[src/rtl/mem_arb_pkg.sv]
// Shared encodings for the unified memory arbiter: FSM states and grant owner.
// The cache controller imports this package too, so keep the encodings stable.
package mem_arb_pkg;

    typedef enum logic [1:0] {
        StIdle  = 2'd0,
        StIssue = 2'd1,
        StWait  = 2'd2,
        StDone  = 2'd3
    } arb_state_e;

    typedef enum logic {
        GntI = 1'b0,
        GntD = 1'b1
    } arb_gnt_e;

    // MEM is older than IF in the pipe, so a pending data access always wins.
    function automatic arb_gnt_e arb_pick(input logic d_req);
        return d_req ? GntD : GntI;
    endfunction

endpackage

[src/rtl/unified_mem_arbiter.sv]
// Arbitrates one single-ported, variable-latency memory between instruction fetch and load/store.
// One transaction at a time: IDLE -> ISSUE -> WAIT -> DONE, with a per-transaction response timeout.
module unified_mem_arbiter
    import mem_arb_pkg::*;
#(
    parameter int unsigned ADDR_W      = 32,
    parameter int unsigned DATA_W      = 32,
    parameter int unsigned TIMEOUT_CYC = 255
) (
    input  logic              clk,
    input  logic              reset,
    input  logic              i_req,
    input  logic [ADDR_W-1:0] i_addr,
    output logic              i_ready,
    output logic [DATA_W-1:0] i_rdata,
    input  logic              d_req,
    input  logic              d_we,
    input  logic [ADDR_W-1:0] d_addr,
    input  logic [DATA_W-1:0] d_wdata,
    output logic              d_ready,
    output logic [DATA_W-1:0] d_rdata,
    output logic              m_req_valid,
    input  logic              m_req_ready,
    output logic              m_we,
    output logic [ADDR_W-1:0] m_addr,
    output logic [DATA_W-1:0] m_wdata,
    input  logic              m_resp_valid,
    input  logic [DATA_W-1:0] m_rdata,
    output logic              timeout_err
);

    localparam int unsigned     CntW   = $clog2(TIMEOUT_CYC + 1);
    localparam logic [CntW-1:0] CntMax = CntW'(TIMEOUT_CYC);

    arb_state_e        state_q, state_d;
    arb_gnt_e          gnt_q, gnt_d;
    logic              we_q, we_d;
    logic [ADDR_W-1:0] addr_q, addr_d;
    logic [DATA_W-1:0] wdata_q, wdata_d;
    logic [CntW-1:0]   cnt_q, cnt_d;
    logic [DATA_W-1:0] i_rdata_q, i_rdata_d;
    logic [DATA_W-1:0] d_rdata_q, d_rdata_d;
    logic              timeout_q, timeout_d;

    logic              resp_hit;
    logic              cnt_expired;
    logic [DATA_W-1:0] resp_data;

    // A response arriving on the same cycle the counter expires takes precedence.
    assign resp_hit    = (state_q == StWait) && m_resp_valid;
    assign cnt_expired = (state_q == StWait) && !m_resp_valid && (cnt_q == CntMax);

    // State register
    always_ff @(posedge clk) begin
        if (reset) begin
            state_q <= StIdle;
        end else begin
            state_q <= state_d;
        end
    end

    // Next-state logic
    always_comb begin
        state_d = state_q;
        unique case (state_q)
            StIdle:  if (d_req || i_req)              state_d = StIssue;
            StIssue: if (m_req_ready)                 state_d = StWait;
            StWait:  if (resp_hit || cnt_expired)     state_d = StDone;
            StDone:                                   state_d = StIdle;
            default:                                  state_d = StIdle;
        endcase
    end

    // Outputs decoded from state; the request fields come straight from the latch.
    always_comb begin
        m_req_valid = (state_q == StIssue);
        i_ready     = (state_q == StDone) && (gnt_q == GntI);
        d_ready     = (state_q == StDone) && (gnt_q == GntD);
    end

    assign m_we        = we_q;
    assign m_addr      = addr_q;
    assign m_wdata     = wdata_q;
    assign i_rdata     = i_rdata_q;
    assign d_rdata     = d_rdata_q;
    assign timeout_err = timeout_q;

    // Request latch, wait counter and response capture
    always_comb begin
        gnt_d     = gnt_q;
        we_d      = we_q;
        addr_d    = addr_q;
        wdata_d   = wdata_q;
        cnt_d     = cnt_q;
        i_rdata_d = i_rdata_q;
        d_rdata_d = d_rdata_q;
        timeout_d = timeout_q;
        resp_data = (resp_hit && !we_q) ? m_rdata : '0;

        if ((state_q == StIdle) && (d_req || i_req)) begin
            gnt_d = arb_pick(d_req);
            if (d_req) begin
                we_d    = d_we;
                addr_d  = d_addr;
                wdata_d = d_wdata;
            end else begin
                we_d    = 1'b0;
                addr_d  = i_addr;
                wdata_d = '0;
            end
        end

        if ((state_q == StIssue) && m_req_ready) begin
            cnt_d = '0;
        end else if ((state_q == StWait) && !resp_hit && !cnt_expired) begin
            cnt_d = cnt_q + 1'b1;
        end

        // Stores and timeouts both return zero to the requester.
        if (resp_hit || cnt_expired) begin
            if (gnt_q == GntD) begin
                d_rdata_d = resp_data;
            end else begin
                i_rdata_d = resp_data;
            end
        end

        if (cnt_expired) begin
            timeout_d = 1'b1;
        end
    end

    always_ff @(posedge clk) begin
        if (reset) begin
            gnt_q     <= GntI;
            we_q      <= 1'b0;
            addr_q    <= '0;
            wdata_q   <= '0;
            cnt_q     <= '0;
            i_rdata_q <= '0;
            d_rdata_q <= '0;
            timeout_q <= 1'b0;
        end else begin
            gnt_q     <= gnt_d;
            we_q      <= we_d;
            addr_q    <= addr_d;
            wdata_q   <= wdata_d;
            cnt_q     <= cnt_d;
            i_rdata_q <= i_rdata_d;
            d_rdata_q <= d_rdata_d;
            timeout_q <= timeout_d;
        end
    end

    a_ready_exclusive: assert property (@(posedge clk) disable iff (reset)
        !(i_ready && d_ready));

    a_req_held: assert property (@(posedge clk) disable iff (reset)
        (m_req_valid && !m_req_ready) |=>
            (m_req_valid && $stable(m_we) && $stable(m_addr) && $stable(m_wdata)));

endmodule

[config.mk]
export PLATFORM = sky130hd
export DESIGN_NAME = unified_mem_arbiter
export DESIGN_NICKNAME = d
export VERILOG_FILES = /design/src/rtl/mem_arb_pkg.sv /design/src/rtl/unified_mem_arbiter.sv
export SDC_FILE = /design/constraint.sdc
export NUM_CORES = 1
export LEC_CHECK = 0
export ABC_AREA = 1
export BUFFER_PORTS_ARGS = -buffer_cell sky130_fd_sc_hd__buf_2
export CAP_MARGIN = 0
export CORE_MARGIN = 4
export CORE_UTILIZATION = 45
export CTS_CLUSTER_DIAMETER = 120
export DETAILED_ROUTE_END_ITERATION = 10
export PLACE_DENSITY_LB_ADDON = 0.3
export SYNTH_ARGS = -nofsm -noshare
export SYNTH_HDL_FRONTEND = slang
export SYNTH_SLANG_ARGS = --single-unit
export TNS_END_PERCENT = 1
[constraint.sdc]
create_clock -name clk -period 2 [get_ports clk]
set_clock_uncertainty 0.05 [all_clocks]
set_input_delay 0.2 -clock clk [delete_from_list [all_inputs] [get_ports clk]]
set_output_delay 0.2 -clock clk [all_outputs]
set_load 0.05 [all_outputs]
; ---- Yosys cells after proc, flatten, opt, wreduce, memory -nomap -nowiden
; Cells that the tools add are included.
[word_totals]
reg_bits = 141
inputBits = 135
output_inout_bits = 133
elab_cells = 48
[op_classes]
add_sub_neg = 1
n_eq_ne = 7
muxes = 9
bitwise = 1
n_reduce_logical = 21
[op_table]
columns = cell, count
row1 = 32-bit 2-to-1 mux, 3
row2 = 1-bit logical AND, 10
row3 = 8-bit by 1-bit adder with 8-bit output (second input constant), 1
row4 = 8-bit == test (second input constant), 1
row5 = 2-bit one-hot mux with 4 select lines, 1
row6 = 2-bit 2-to-1 mux, 3
row7 = 2-bit == test (second input constant), 2
row8 = 1-bit logical NOT, 4
row9 = 2-bit by 1-bit != test with 1-bit output (second input constant), 2
row10 = 2-bit AND reduction, 2
row11 = 3-bit AND reduction, 1
row12 = 2-bit by 1-bit == test with 1-bit output (second input constant), 1
row13 = 2-bit logical NOT, 1
row14 = 1-bit logical OR, 2
row15 = 1-bit 2-to-1 mux, 2
row16 = 2-bit != test (second input constant), 1
row17 = 2-bit OR reduction, 1
row18 = 1-bit NOT, 1

; ---- Logic depth before layout (Yosys ltp)
; Gate-level depths: netlist (run 1).
[logic_depth]
depth_word = 6
mapped_depth = 11
mapped_depth_nobuf = 10

; ---- Worst setup path before layout (run 1)
; Ideal clock, no wire load.
[synth_timing]
path_kind = register to register
start = register state_q[0]
end = register i_rdata_q[21], in the netlist i_rdata[21]
setup_time_ps = 117
arrival_ps = 1403
required_time_ps = 1833
slack_ps = 430
stages_incl_launch_ff = 11
n_path_buf = 2
period_less_slack_ps = 1570
cell_sequence = dfxtp_1 -> inv_1 -> ha_1 -> nand2_1 -> inv_1 -> nand3_4 -> nand2_4 -> buf_6 -> buf_6 -> a21oi_1 -> nor2_1
[synth_between]
elab_chain_cells = 5
word_cells_on_any_way = 8
classes_between = eq/ne (1) / mux (1) / reduce/logical (6)
[synth_lines]
columns = element, line_no
row1 = "start, declared", unified_mem_arbiter.sv:35  ; arb_state_e state_q, state_d;
row2 = "start signal, assigned", unified_mem_arbiter.sv:56  ; state_q <= StIdle;
row3 = "start signal, assigned", unified_mem_arbiter.sv:58  ; state_q <= state_d;
row4 = 2-bit == test *, "unified_mem_arbiter.sv:50, unified_mem_arbiter.sv:51"
row5 = 1-bit logical AND (2 in series), unified_mem_arbiter.sv:51  ; assign cnt_expired = (state_q == StWait) && !m_resp_valid && (cnt_q == CntMax);
row6 = 1-bit logical OR, unified_mem_arbiter.sv:120  ; if (resp_hit || cnt_expired) begin
row7 = 2-bit AND reduction (no source line), -
row8 = "end signal, assigned", unified_mem_arbiter.sv:149  ; i_rdata_q <= i_rdata_d;
row9 = "end, declared", unified_mem_arbiter.sv:41  ; logic [DATA_W-1:0] i_rdata_q, i_rdata_d;
; Mark *: on every way between the ends. The rest lies on a longest branch, timed or not.
; A chain may end at the register's enable or synchronous reset.

; ---- Worst setup path after layout (run 1)
[layout_timing]
start = register cnt_q[0]
end = register i_rdata_q[24], in the netlist i_rdata[24]
[layout_between]
elab_chain_cells = 4
[layout_lines]
columns = element, line_no
row1 = "start, declared", unified_mem_arbiter.sv:40  ; logic [CntW-1:0] cnt_q, cnt_d;
row2 = "start signal, assigned", unified_mem_arbiter.sv:148  ; cnt_q <= cnt_d;
row3 = 8-bit == test, unified_mem_arbiter.sv:51
row4 = 1-bit logical AND, unified_mem_arbiter.sv:51
row5 = 1-bit logical OR, unified_mem_arbiter.sv:120
row6 = 2-bit AND reduction (no source line), -
; Every way passes these cells.

==> results.md, run 1 <==
* Combinational share of power at 41.2%
* Largest net degree at the start of global routing at 65
* Post-Synthesis Cell Area at 6080 sq um
* Die X-Extent at 124 um
* Final wirelength at 18900 um
* Worst skew pair latency at 420 ps
* Critical Path Slowest Stage Cell: dfxtp_1
* Asr flop ratio synth at 0%
* Synthesized-area fraction occupied by xor and xnor cells at 0.144%
* CTS H-tree lvls at 4
* Family with the most delay on the worst path: simple AND/OR/NAND/NOR gates
* Router iterations before antenna repair at 5
* Post-route ant nets at 0
* Synth warnings at 0
* Port Buffer Count at 267
* PD cells at 1330 nW/um^2
* Crit share post-route at 90.8%
* Setup TNS at 0 ps
* Pins Over Slew Limit at 0
* Fin. Hold Viols at 0
* Post-synth EDFFs at 0
* Core area at 13200 sq um
* Main combinational cell family by area after synthesis: simple AND/OR/NAND/NOR gates
* Sum of buffers and inverters on the critical path at 2
* Total track usage at 23.8%
* Post-Synth Simple-Gate Area at 26.3%
* Adder-cell share of the synthesized area at 1.03%
* Postcts setup bufs at 0
* CTS sink cnt at 141
* FF+latch count, synth at 141
* Max Fclk at 0.551 GHz
* DP HPWL at 12800 um
* WS Path Type: reg2reg
* Initial antenna violation count at 0
* Final min period at 1820 ps
* Grt total ovfl at 0
* Dominant synthesized flop cell: dfxtp_1
* Total chip power at 11.2 mW
* Placed cell count at 1282
* IO Count at 268
* Placer Congestion at 0.839
* First-pass GRT wire length at 30300 um
* Num CTS Buffers at 17
* Syn-to-layout area delta at 38.2%
* DRC viols at 0
* Status: finished clean
* Routed len/inst at 14.0 um
* Synthesized instance count at 885
* Register share of total power at 32.8%
* Die area at 15400 sq um
* CTS root buffer: clkbuf_16
* Clk pin slew, worst setup/hold paths at 60 ps
* Chip height at 124 um
* Mux contribution to synthesized area at 0%
* Starting Density at 45.9%
* Net Sw Frac at 44.1%
* RSZ-0062 raised after global routing: false
* Nets at 1298
* Crit-path max FO at 36
* Vias in the first global route at 6212
* Slew HR at 61.5%
* Post-synth cell types at 25
* Via count at 6571
* Startpoint Class: register
* Critical Path End Type: register
* Tightest Hold Check Type: in2reg
* Num rows at 42
* Max-cap viol count at 0
* Critical path data required time at 2260 ps
* Register area share after synthesis at 46.4%
* Sw power at 4.92 mW
* Critical Path AT at 2080 ps
* Post-route non-filler standard cell count at 1347
* Worst-Margin Slew at 578 ps
* Compound-Gate Fraction of Synth Area at 15.9%
* # setup viols final at 0
* Clock network power share at 26.0%
* Layout cells sized above 1 at 27.3%
* CTS tree: built
* Clock Tree Buf Depth at 2
* IR drop worst, VDD at 0.754 mV
* Detailed-route vias per instance at 4.88
* Static Leak at 4.37 nW
* 1st-iter DRT viols at 472
* Power Internal at 6.24 mW
* Syn Area/Cell at 6.87 sq um
* Syn_nets at 1025
* Critical path's largest stage delay at 350 ps
* CP Cell Sequence: ha_1, inv_1, nor2_4, nand3_4, nand2_4, buf_12, nand3_1, nand2_1, nor2_1
kinds of logic (layout without fill, tap and decap cells):
logic type	count (synthesis)	after routing
fa+ha+maj	5	5
other cells	0	1
simple gates	395	395
compound gates	191	191
flops	141	141
buf+inv	152	437
xor+xnor	1	1
worst reg2reg max path, cell delays in order, from the launching register on:
cell and delay, ps:
dfxtp_1 350, ha_1 190, inv_1 80, nor2_4 190
nand3_4 110, nand2_4 250, buf_12 230, nand3_1 110
nand2_1 90, nor2_1 40
final timing paths:
check,from,endpoint,slack (ps),cells past startpoint
max reg2reg,cnt_q[0]$_SDFFE_PP0P_,i_rdata[24]$_SDFFE_PP0P_,180,9
max,cnt_q[0]$_SDFFE_PP0P_,i_rdata[24]$_SDFFE_PP0P_,180,9
min,d_addr[21],m_addr[21]$_SDFFE_PP0P_,10,3
min reg2reg,m_wdata[28]$_SDFFE_PP0P_,m_wdata[28]$_SDFFE_PP0P_,410,2
registers in the layout, indices dropped and copies added (netlist names):
signal and count:
d_rdata 32, i_rdata 32, m_addr 32, m_wdata 32, cnt_q 8, state_q 2
gnt_q 1, m_we 1, timeout_err 1
stage by stage:
step	hold WS (ps)	setup WS (ps)	utilization [%]	instance area, sq um
after global routing	13.9	40.9	63.4	8400
after floorplan	298	430	-	6080
final	14.9	184	63.5	8400
after CTS	1.47	142	63.4	8390
after global placement	395	229	56.8	7530
after detailed placement	402	169	56.8	7530
layer usage:
metal	routed length (um)	GRT usage, %	up-vias
met4	723	12.2	0
met3	1500	7.82	55
met5	0	0	-
li1	-	-	3342
met2	9040	39.2	291
met1	7610	27.7	2883
final cells by class:
type,count,area (sq um)
Inverter,94,353
Clock inverter,7,65.1
Multi-Input combinational cell,592,2650
Timing Repair Buffer,312,1820
Clock buffer,24,472
Tap cell,176,220
Antenna cell,1,2.50
Sequential cell,141,2820
Fill cell,1226,4840
timing repair:
| action | CTS | global route |
|---|---|---|
| hold endpoints to repair | 33 | 0 |
| endpoints found under the setup margin | 0 | 14 |
| hold buffers | 33 | 0 |
| resized for setup | 0 | 1 |
cell usage after synthesis, types with 2 or more instances:
master	number	area, sq um
nor2_4	2	22.5
dfxtp_1	141	2820
buf_1	12	45.0
buf_2	15	75.1
buf_6	4	45.0
nand2_2	2	12.5
clkbuf_1	27	101
inv_1	92	345
o21ai_0	34	170
inv_2	2	7.51
nor2_1	126	473
nand2_1	208	781
ha_1	5	62.6
nand2_4	2	22.5
nand3_1	51	255
a21oi_1	153	766
placed cells by master, fill, tap and decap left out, types with 2 or more instances in the layout:
| master | Yosys | routed |
|---|---|---|
| dfxtp_1 | 141 | 141 |
| buf_2 | 15 | 267 |
| o21ai_0 | 34 | 34 |
| nand2_2 | 2 | 2 |
| nand2_1 | 208 | 208 |
| ha_1 | 5 | 5 |
| clkbuf_8 | 0 | 2 |
| inv_1 | 92 | 91 |
| clkbuf_1 | 27 | 5 |
| dlygate4sd3_1 | 0 | 33 |
| nor2_4 | 2 | 2 |
| inv_2 | 2 | 3 |
| buf_12 | 0 | 5 |
| nand3_1 | 51 | 51 |
| buf_4 | 0 | 7 |
| a21oi_1 | 153 | 153 |
| clkinvlp_4 | 0 | 2 |
| clkinv_2 | 0 | 4 |
| nor2_1 | 126 | 125 |
| clkbuf_16 | 0 | 17 |
power by group through the flow:
| stage | sequential [mW] | clock (mW) | combinational [mW] |
|---|---|---|---|
| after detailed placement | 3.69 | 0 | 4.53 |
| after CTS | 3.65 | 2.96 | 4.58 |
| final | 3.66 | 2.91 | 4.60 |
| after global routing | 3.72 | 3.09 | 4.95 |
| after global placement | 3.68 | 0 | 4.49 |
| after floorplan | 5.44 | 0 | 1.65 |
No activity file was read; power rests on OpenSTA's default activity.
==> run 2, diff against run 1 <==
--- a/config.mk
+++ b/config.mk
@@ -13,6 +13,8 @@
 export CTS_CLUSTER_DIAMETER = 120
 export DETAILED_ROUTE_END_ITERATION = 10
 export PLACE_DENSITY_LB_ADDON = 0.3
+export SETUP_SLACK_MARGIN = 0.3
+export SKIP_CTS_REPAIR_TIMING = 1
 export SYNTH_ARGS = -nofsm -noshare
 export SYNTH_HDL_FRONTEND = slang
 export SYNTH_SLANG_ARGS = --single-unit
==> run 2 against run 1 <==
Compared with the run above:
- the run now ends with negative hold slack left
- critical path depth increased by 1
- global-route usage is 1.3 points lower
- register-to-register slack gained 110 ps
- final cell count is 0.15% higher
- flip-flop and latch count did not move
- sequential share of layout area fell by 0.35 points
- via count up 1.1%
- first-iteration DRC count did not move
- cell area up 1.1%
==> results.md, run 2 (synthesis results as in run 1) <==
* Status: complete, but fails checks
* Critical Path End Type: register
* Family with the most delay on the worst path: simple AND/OR/NAND/NOR gates
* WS Path Type: reg2reg
* DP HPWL at 12800 um
* PD cells at 1330 nW/um^2
* Final min period at 1700 ps
* CTS tree: built
* Router iterations before antenna repair at 5
* Startpoint Class: register
* Post-route ant nets at 0
* Setup TNS at 0 ps
* Max Fclk at 0.587 GHz
* Layout cells sized above 1 at 28.8%
* Nets at 1300
* 1st-iter DRT viols at 472
* CTS root buffer: clkbuf_16
* Starting Density at 45.9%
* Clock network power share at 25.7%
* Clk pin slew, worst setup/hold paths at 60 ps
* First-pass GRT wire length at 28600 um
* Grt total ovfl at 0
* DRC viols at 0
* Num rows at 42
* Vias in the first global route at 5847
* Num CTS Buffers at 17
* Power Internal at 6.32 mW
* Final wirelength at 19300 um
* Via count at 6642
* Placer Congestion at 0.839
* Detailed-route vias per instance at 4.92
* Hold_ws at -8.74 ps
* Critical Path Slowest Stage Cell: dfxtp_2
* RSZ-0062 raised after global routing: true
* Port Buffer Count at 267
* Crit share post-route at 85.2%
* IO Count at 268
* Fin. Hold Viols at 3
* Worst skew pair latency at 420 ps
* Combinational share of power at 41.9%
* Failing checks: negative hold slack
* Commonest non-fill, non-tap cell in the layout: buf_2
* CP Cell Sequence: inv_1, ha_4, nand2_2, inv_2, nand3_4, nand2_8, clkbuf_16, nand3_1, nand2_1, nor2_1
* Routed len/inst at 14.3 um
* Worst-Margin Slew at 589 ps
* Die X-Extent at 124 um
* Pins Over Slew Limit at 0
* Net Sw Frac at 44.1%
* Core area at 13200 sq um
* IR drop worst, VDD at 0.814 mV
* Critical path's largest stage delay at 330 ps
* Tightest Hold Check Type: in2reg
* Syn-to-layout area delta at 39.8%
* Critical Path AT at 1970 ps
* # fillers at 1220
* Crit-path max FO at 18
* Sum of buffers and inverters on the critical path at 3
* Most frequent cells in the layout: 267 x buf_2, 205 x nand2_1, 153 x a21oi_1
* Total chip power at 11.3 mW
* Max-cap viol count at 0
* Sw power at 4.98 mW
* Die area at 15400 sq um
* Static Leak at 4.43 nW
* Register share of total power at 32.5%
* Clock Tree Buf Depth at 2
* # setup viols final at 0
* Slew HR at 60.7%
* Chip height at 124 um
* CTS H-tree lvls at 4
* Total track usage at 22.5%
* Initial antenna violation count at 0
* Critical path data required time at 2260 ps
* CTS sink cnt at 141
* Largest net degree at the start of global routing at 65
-- run 2: cell count changes in the layout (fill, tap and decap cells not counted), moves of 3 or more --
cell           change
buf_4              +5
dlygate4sd3_1      -8
nand2_1            -3
nand2_4            +3
-- run 2: metrics by stage --
step | hold slack, ps | utilization (%) | std cells | setup slack [ps] | instance area, sq um
3_3_place_gp | 395 | 56.8 | 1282 | 229 | 7530
5_1_grt | -2.79 | 64.2 | 1348 | 197 | 8500
6_report | -8.74 | 64.2 | 1349 | 296 | 8500
4_1_cts | -38.0 | 60.9 | 1313 | 142 | 8060
3_5_place_dp | 402 | 56.8 | 1282 | 169 | 7530
2_1_floorplan | 298 | - | 885 | 430 | 6080
-- run 2: final timing paths --
path                                          startpoint                        to  depth (start not counted)  slack [ps]
worst max-delay path             state_q[0]$_SDFFE_PP0P_  d_rdata[28]$_SDFFE_PP0P_                         10         300
worst min-delay path                          d_wdata[5]   m_wdata[5]$_SDFFE_PP0P_                          3          -9
worst max register to register   state_q[0]$_SDFFE_PP0P_  d_rdata[28]$_SDFFE_PP0P_                         10         300
worst min register to register  m_wdata[14]$_SDFFE_PP0P_  m_wdata[14]$_SDFFE_PP0P_                          2         410
-- run 2: cell type report --
type / count / area [sq um] / area share [%]
flip-flops and latches: 141 / 2830 / 33.2
clock inverters: 7 / 65.1 / 0.765
clock buffers: 24 / 472 / 5.55
multi-input cells: 595 / 2720 / 32.0
repair buffers: 311 / 1840 / 21.7
well taps: 176 / 220 / 2.59
inverters: 94 / 353 / 4.15
diodes: 1 / 2.50 / 0.0294
-- run 2: routing by layer --
metal	vias up	share of wire, %	track usage, %
li1	3348	-	-
met1	2978	40	27.0
met2	271	49	37.4
met3	45	7.8	7.56
met4	0	2.8	8.51
met5	-	0	0
-- run 2: power by group through the flow --
stage	logic, mW	registers [mW]	clock network, mW
floorplan	1.65	5.44	0
global placement	4.49	3.68	0
detailed placement	4.53	3.69	0
CTS	4.53	3.65	2.96
global route	5.08	3.73	3.08
finish	4.73	3.67	2.90
-- run 2: worst reg2reg max path, delay by kind of cell (launching register included) --
family	cells	cell delay (ps)
and+or+nand+nor	6	630
buffers and inverters	3	410
DFF	1	330
adders and majority gates	1	170
==> run 3, diff against run 2 <==
--- a/config.mk
+++ b/config.mk
@@ -8,12 +8,14 @@
 export ABC_AREA = 1
 export BUFFER_PORTS_ARGS = -buffer_cell sky130_fd_sc_hd__buf_2
 export CAP_MARGIN = 0
+export CELL_PAD_IN_SITES_DETAIL_PLACEMENT = 0
+export CELL_PAD_IN_SITES_GLOBAL_PLACEMENT = 1
 export CORE_MARGIN = 4
-export CORE_UTILIZATION = 45
+export CORE_UTILIZATION = 32
 export CTS_CLUSTER_DIAMETER = 120
 export DETAILED_ROUTE_END_ITERATION = 10
 export PLACE_DENSITY_LB_ADDON = 0.3
-export SETUP_SLACK_MARGIN = 0.3
+export SETUP_SLACK_MARGIN = 0.4
 export SKIP_CTS_REPAIR_TIMING = 1
 export SYNTH_ARGS = -nofsm -noshare
 export SYNTH_HDL_FRONTEND = slang
==> run 3 against run 2 <==
Compared with the run above:
- the flow still finishes with violations (negative hold slack)
- sequential power barely moved
- first-iteration DRC count fell by 59%
- routed wire length rose by 2.9%
- critical endpoint is now i_rdata[0]$_SDFFE_PP0P_
- largest power group unchanged
- highest routed layer is now met5
==> results.md, run 3 (synthesis results as in run 1) <==
* IO Count at 268
* Placer Congestion at 0.831
* Via count at 6454
* Die X-Extent at 146 um
* Num CTS Buffers at 17
* 1st-iter DRT viols at 194
* Top sig layer: met5
* # setup viols final at 0
* Chip height at 146 um
* DP HPWL at 13500 um
* CTS H-tree lvls at 4
* Grt total ovfl at 0
* Max-cap viol count at 0
* Startpoint Class: register
* CTS root buffer: clkbuf_16
* Most frequent cells in the layout: 264 x buf_2, 205 x nand2_1, 152 x a21oi_1
* Layout cells sized above 1 at 29.9%
* Setup TNS at 0 ps
* Nets at 1310
* Family with the most delay on the worst path: buffers and inverters
* Critical path's largest stage delay at 360 ps
* Clk pin slew, worst setup/hold paths at 60 ps
* Total track usage at 17.4%
* Status: complete, but fails checks
* IR drop worst, VDD at 0.673 mV
* Worst Hold Launch: d_wdata[7]
* Fin. Hold Viols at 2
* DRC viols at 0
* Tightest Hold Check Type: in2reg
* Hold Path Cell Cnt at 3
* Reg2reg path depth at 10
* First-pass GRT wire length at 30400 um
* Sum of buffers and inverters on the critical path at 4
* RSZ-0062 raised after global routing: true
* Final min period at 1590 ps
* Crit-path most repeated cell: inv_2
* Starting Density at 32.5%
* Worst-Margin Slew at 512 ps
* Core area at 18700 sq um
* Hold_ws at -14.3 ps
* Die area at 21300 sq um
* Met3 Routed Length at 1590 um
* Commonest non-fill, non-tap cell in the layout: buf_2
* CTS tree: built
* Vias in the first global route at 6014
* CP Cell Sequence: inv_2, ha_4, nand2_2, inv_2, nand3_4, buf_4, nand2_4, clkbuf_16, a21oi_1, nor2_1
* Util after Layout at 47.1%
* Port Buffer Count at 267
* Final wirelength at 19800 um
* Worst skew pair latency at 420 ps
* Critical Path Slowest Stage Cell: dfxtp_2
* Post-route ant nets at 0
* Pins Over Slew Limit at 0
* Syn-to-layout area delta at 44.8%
* Router iterations before antenna repair at 4
* WS Path Type: reg2reg
* Slew HR at 65.8%
* Static Leak at 4.51 nW
* Critical Path End Type: register
* Critical path data required time at 2260 ps
* Critical Path AT at 1850 ps
* Detailed-route vias per instance at 4.55
* CTS sink cnt at 141
* Max Fclk at 0.627 GHz
* Routed len/inst at 14.0 um
* Crit-path max FO at 8
* PD cells at 1330 nW/um^2
* Largest net degree at the start of global routing at 92
* Num rows at 50
* Initial antenna violation count at 2
* R2R Setup Slk at 410 ps
* Metal1 wirelength at 8890 um
* Reg2reg end: i_rdata[0]$_SDFFE_PP0P_
* Met2 routed WL at 9230 um
* Endpoint, Worst Hold: m_wdata[7]$_SDFFE_PP0P_
* Reg2reg start: state_q[0]$_SDFFE_PP0P_
* Failing checks: negative hold slack
* Clock Tree Buf Depth at 2
* Crit share post-route at 79.7%
## run 3: cell types whose count changed in the layout (fill, tap and decap cells not counted), moves of 2 or more
cell           delta
dfxtp_1           -4
dlygate4sd3_1     +6
inv_6             +5
clkinv_2          -3
inv_1             -2
clkbuf_1          -5
clkbuf_4          +3
buf_6             +3
dfxtp_2           +4
clkinv_4          +2
buf_2             -3
buf_12            +2
## run 3: layout make-up
type                       count  area (sq um)
antenna                        1          2.50
fill                        1961          9900
sequential                   141          2830
inverter                      94           355
clock inverter                13           153
multi-input combinational    594          2740
timing repair buffer         322          1980
tap                          234           293
clock buffer                  19           453
## run 3: where the power goes
part           switching, mW  total [mW]  internal [mW]
Sequential             0.295        3.66           3.36
Combinational           3.56        4.84           1.28
Clock                   1.32        3.25           1.93
Total                   5.17        11.7           6.57
## run 3: worst register-to-register path, stage by stage (launching register included)
cell and delay, ps:
dfxtp_2 360, inv_2 60, ha_4 170, nand2_2 100, inv_2 60, nand3_4 100, buf_4 140, nand2_4 90
clkbuf_16 180, a21oi_1 120, nor2_1 60
## run 3: worst max-delay path by stage
stage / startpoint / endpoint / slack (ps) / cells past startpoint
floorplan: state_q[0]$_SDFFE_PP0P_ / i_rdata[21]$_SDFFE_PP0P_ / 430 / 10
global placement: state_q[0]$_SDFFE_PP0P_ / d_rdata[0]$_SDFFE_PP0P_ / 260 / 10
detailed placement: state_q[0]$_SDFFE_PP0P_ / d_rdata[0]$_SDFFE_PP0P_ / 180 / 10
CTS: state_q[0]$_SDFFE_PP0P_ / d_rdata[0]$_SDFFE_PP0P_ / 180 / 10
global route: state_q[0]$_SDFFE_PP0P_ / i_rdata[0]$_SDFFE_PP0P_ / 300 / 10
finish: state_q[0]$_SDFFE_PP0P_ / i_rdata[0]$_SDFFE_PP0P_ / 410 / 10
## run 3: per-stage QoR
step | power [mW] | instances | worst slack [ps] | area [sq um]
final | 11.7 | 1418 | 406 | 8800
after global routing | 12.4 | 1418 | 301 | 8800
after CTS | 11.6 | 1375 | 176 | 8240
after detailed placement | 8.30 | 1343 | 180 | 7630
after global placement | 8.31 | 1343 | 260 | 7630
after floorplan | 7.09 | 885 | 430 | 6080
## run 3: per-layer routing
layer	vias to the layer above	GRT usage, %
met4	2	5.27
met1	2865	22.1
met5	-	0
met2	205	27.1
met3	8	7.32
li1	3374	-
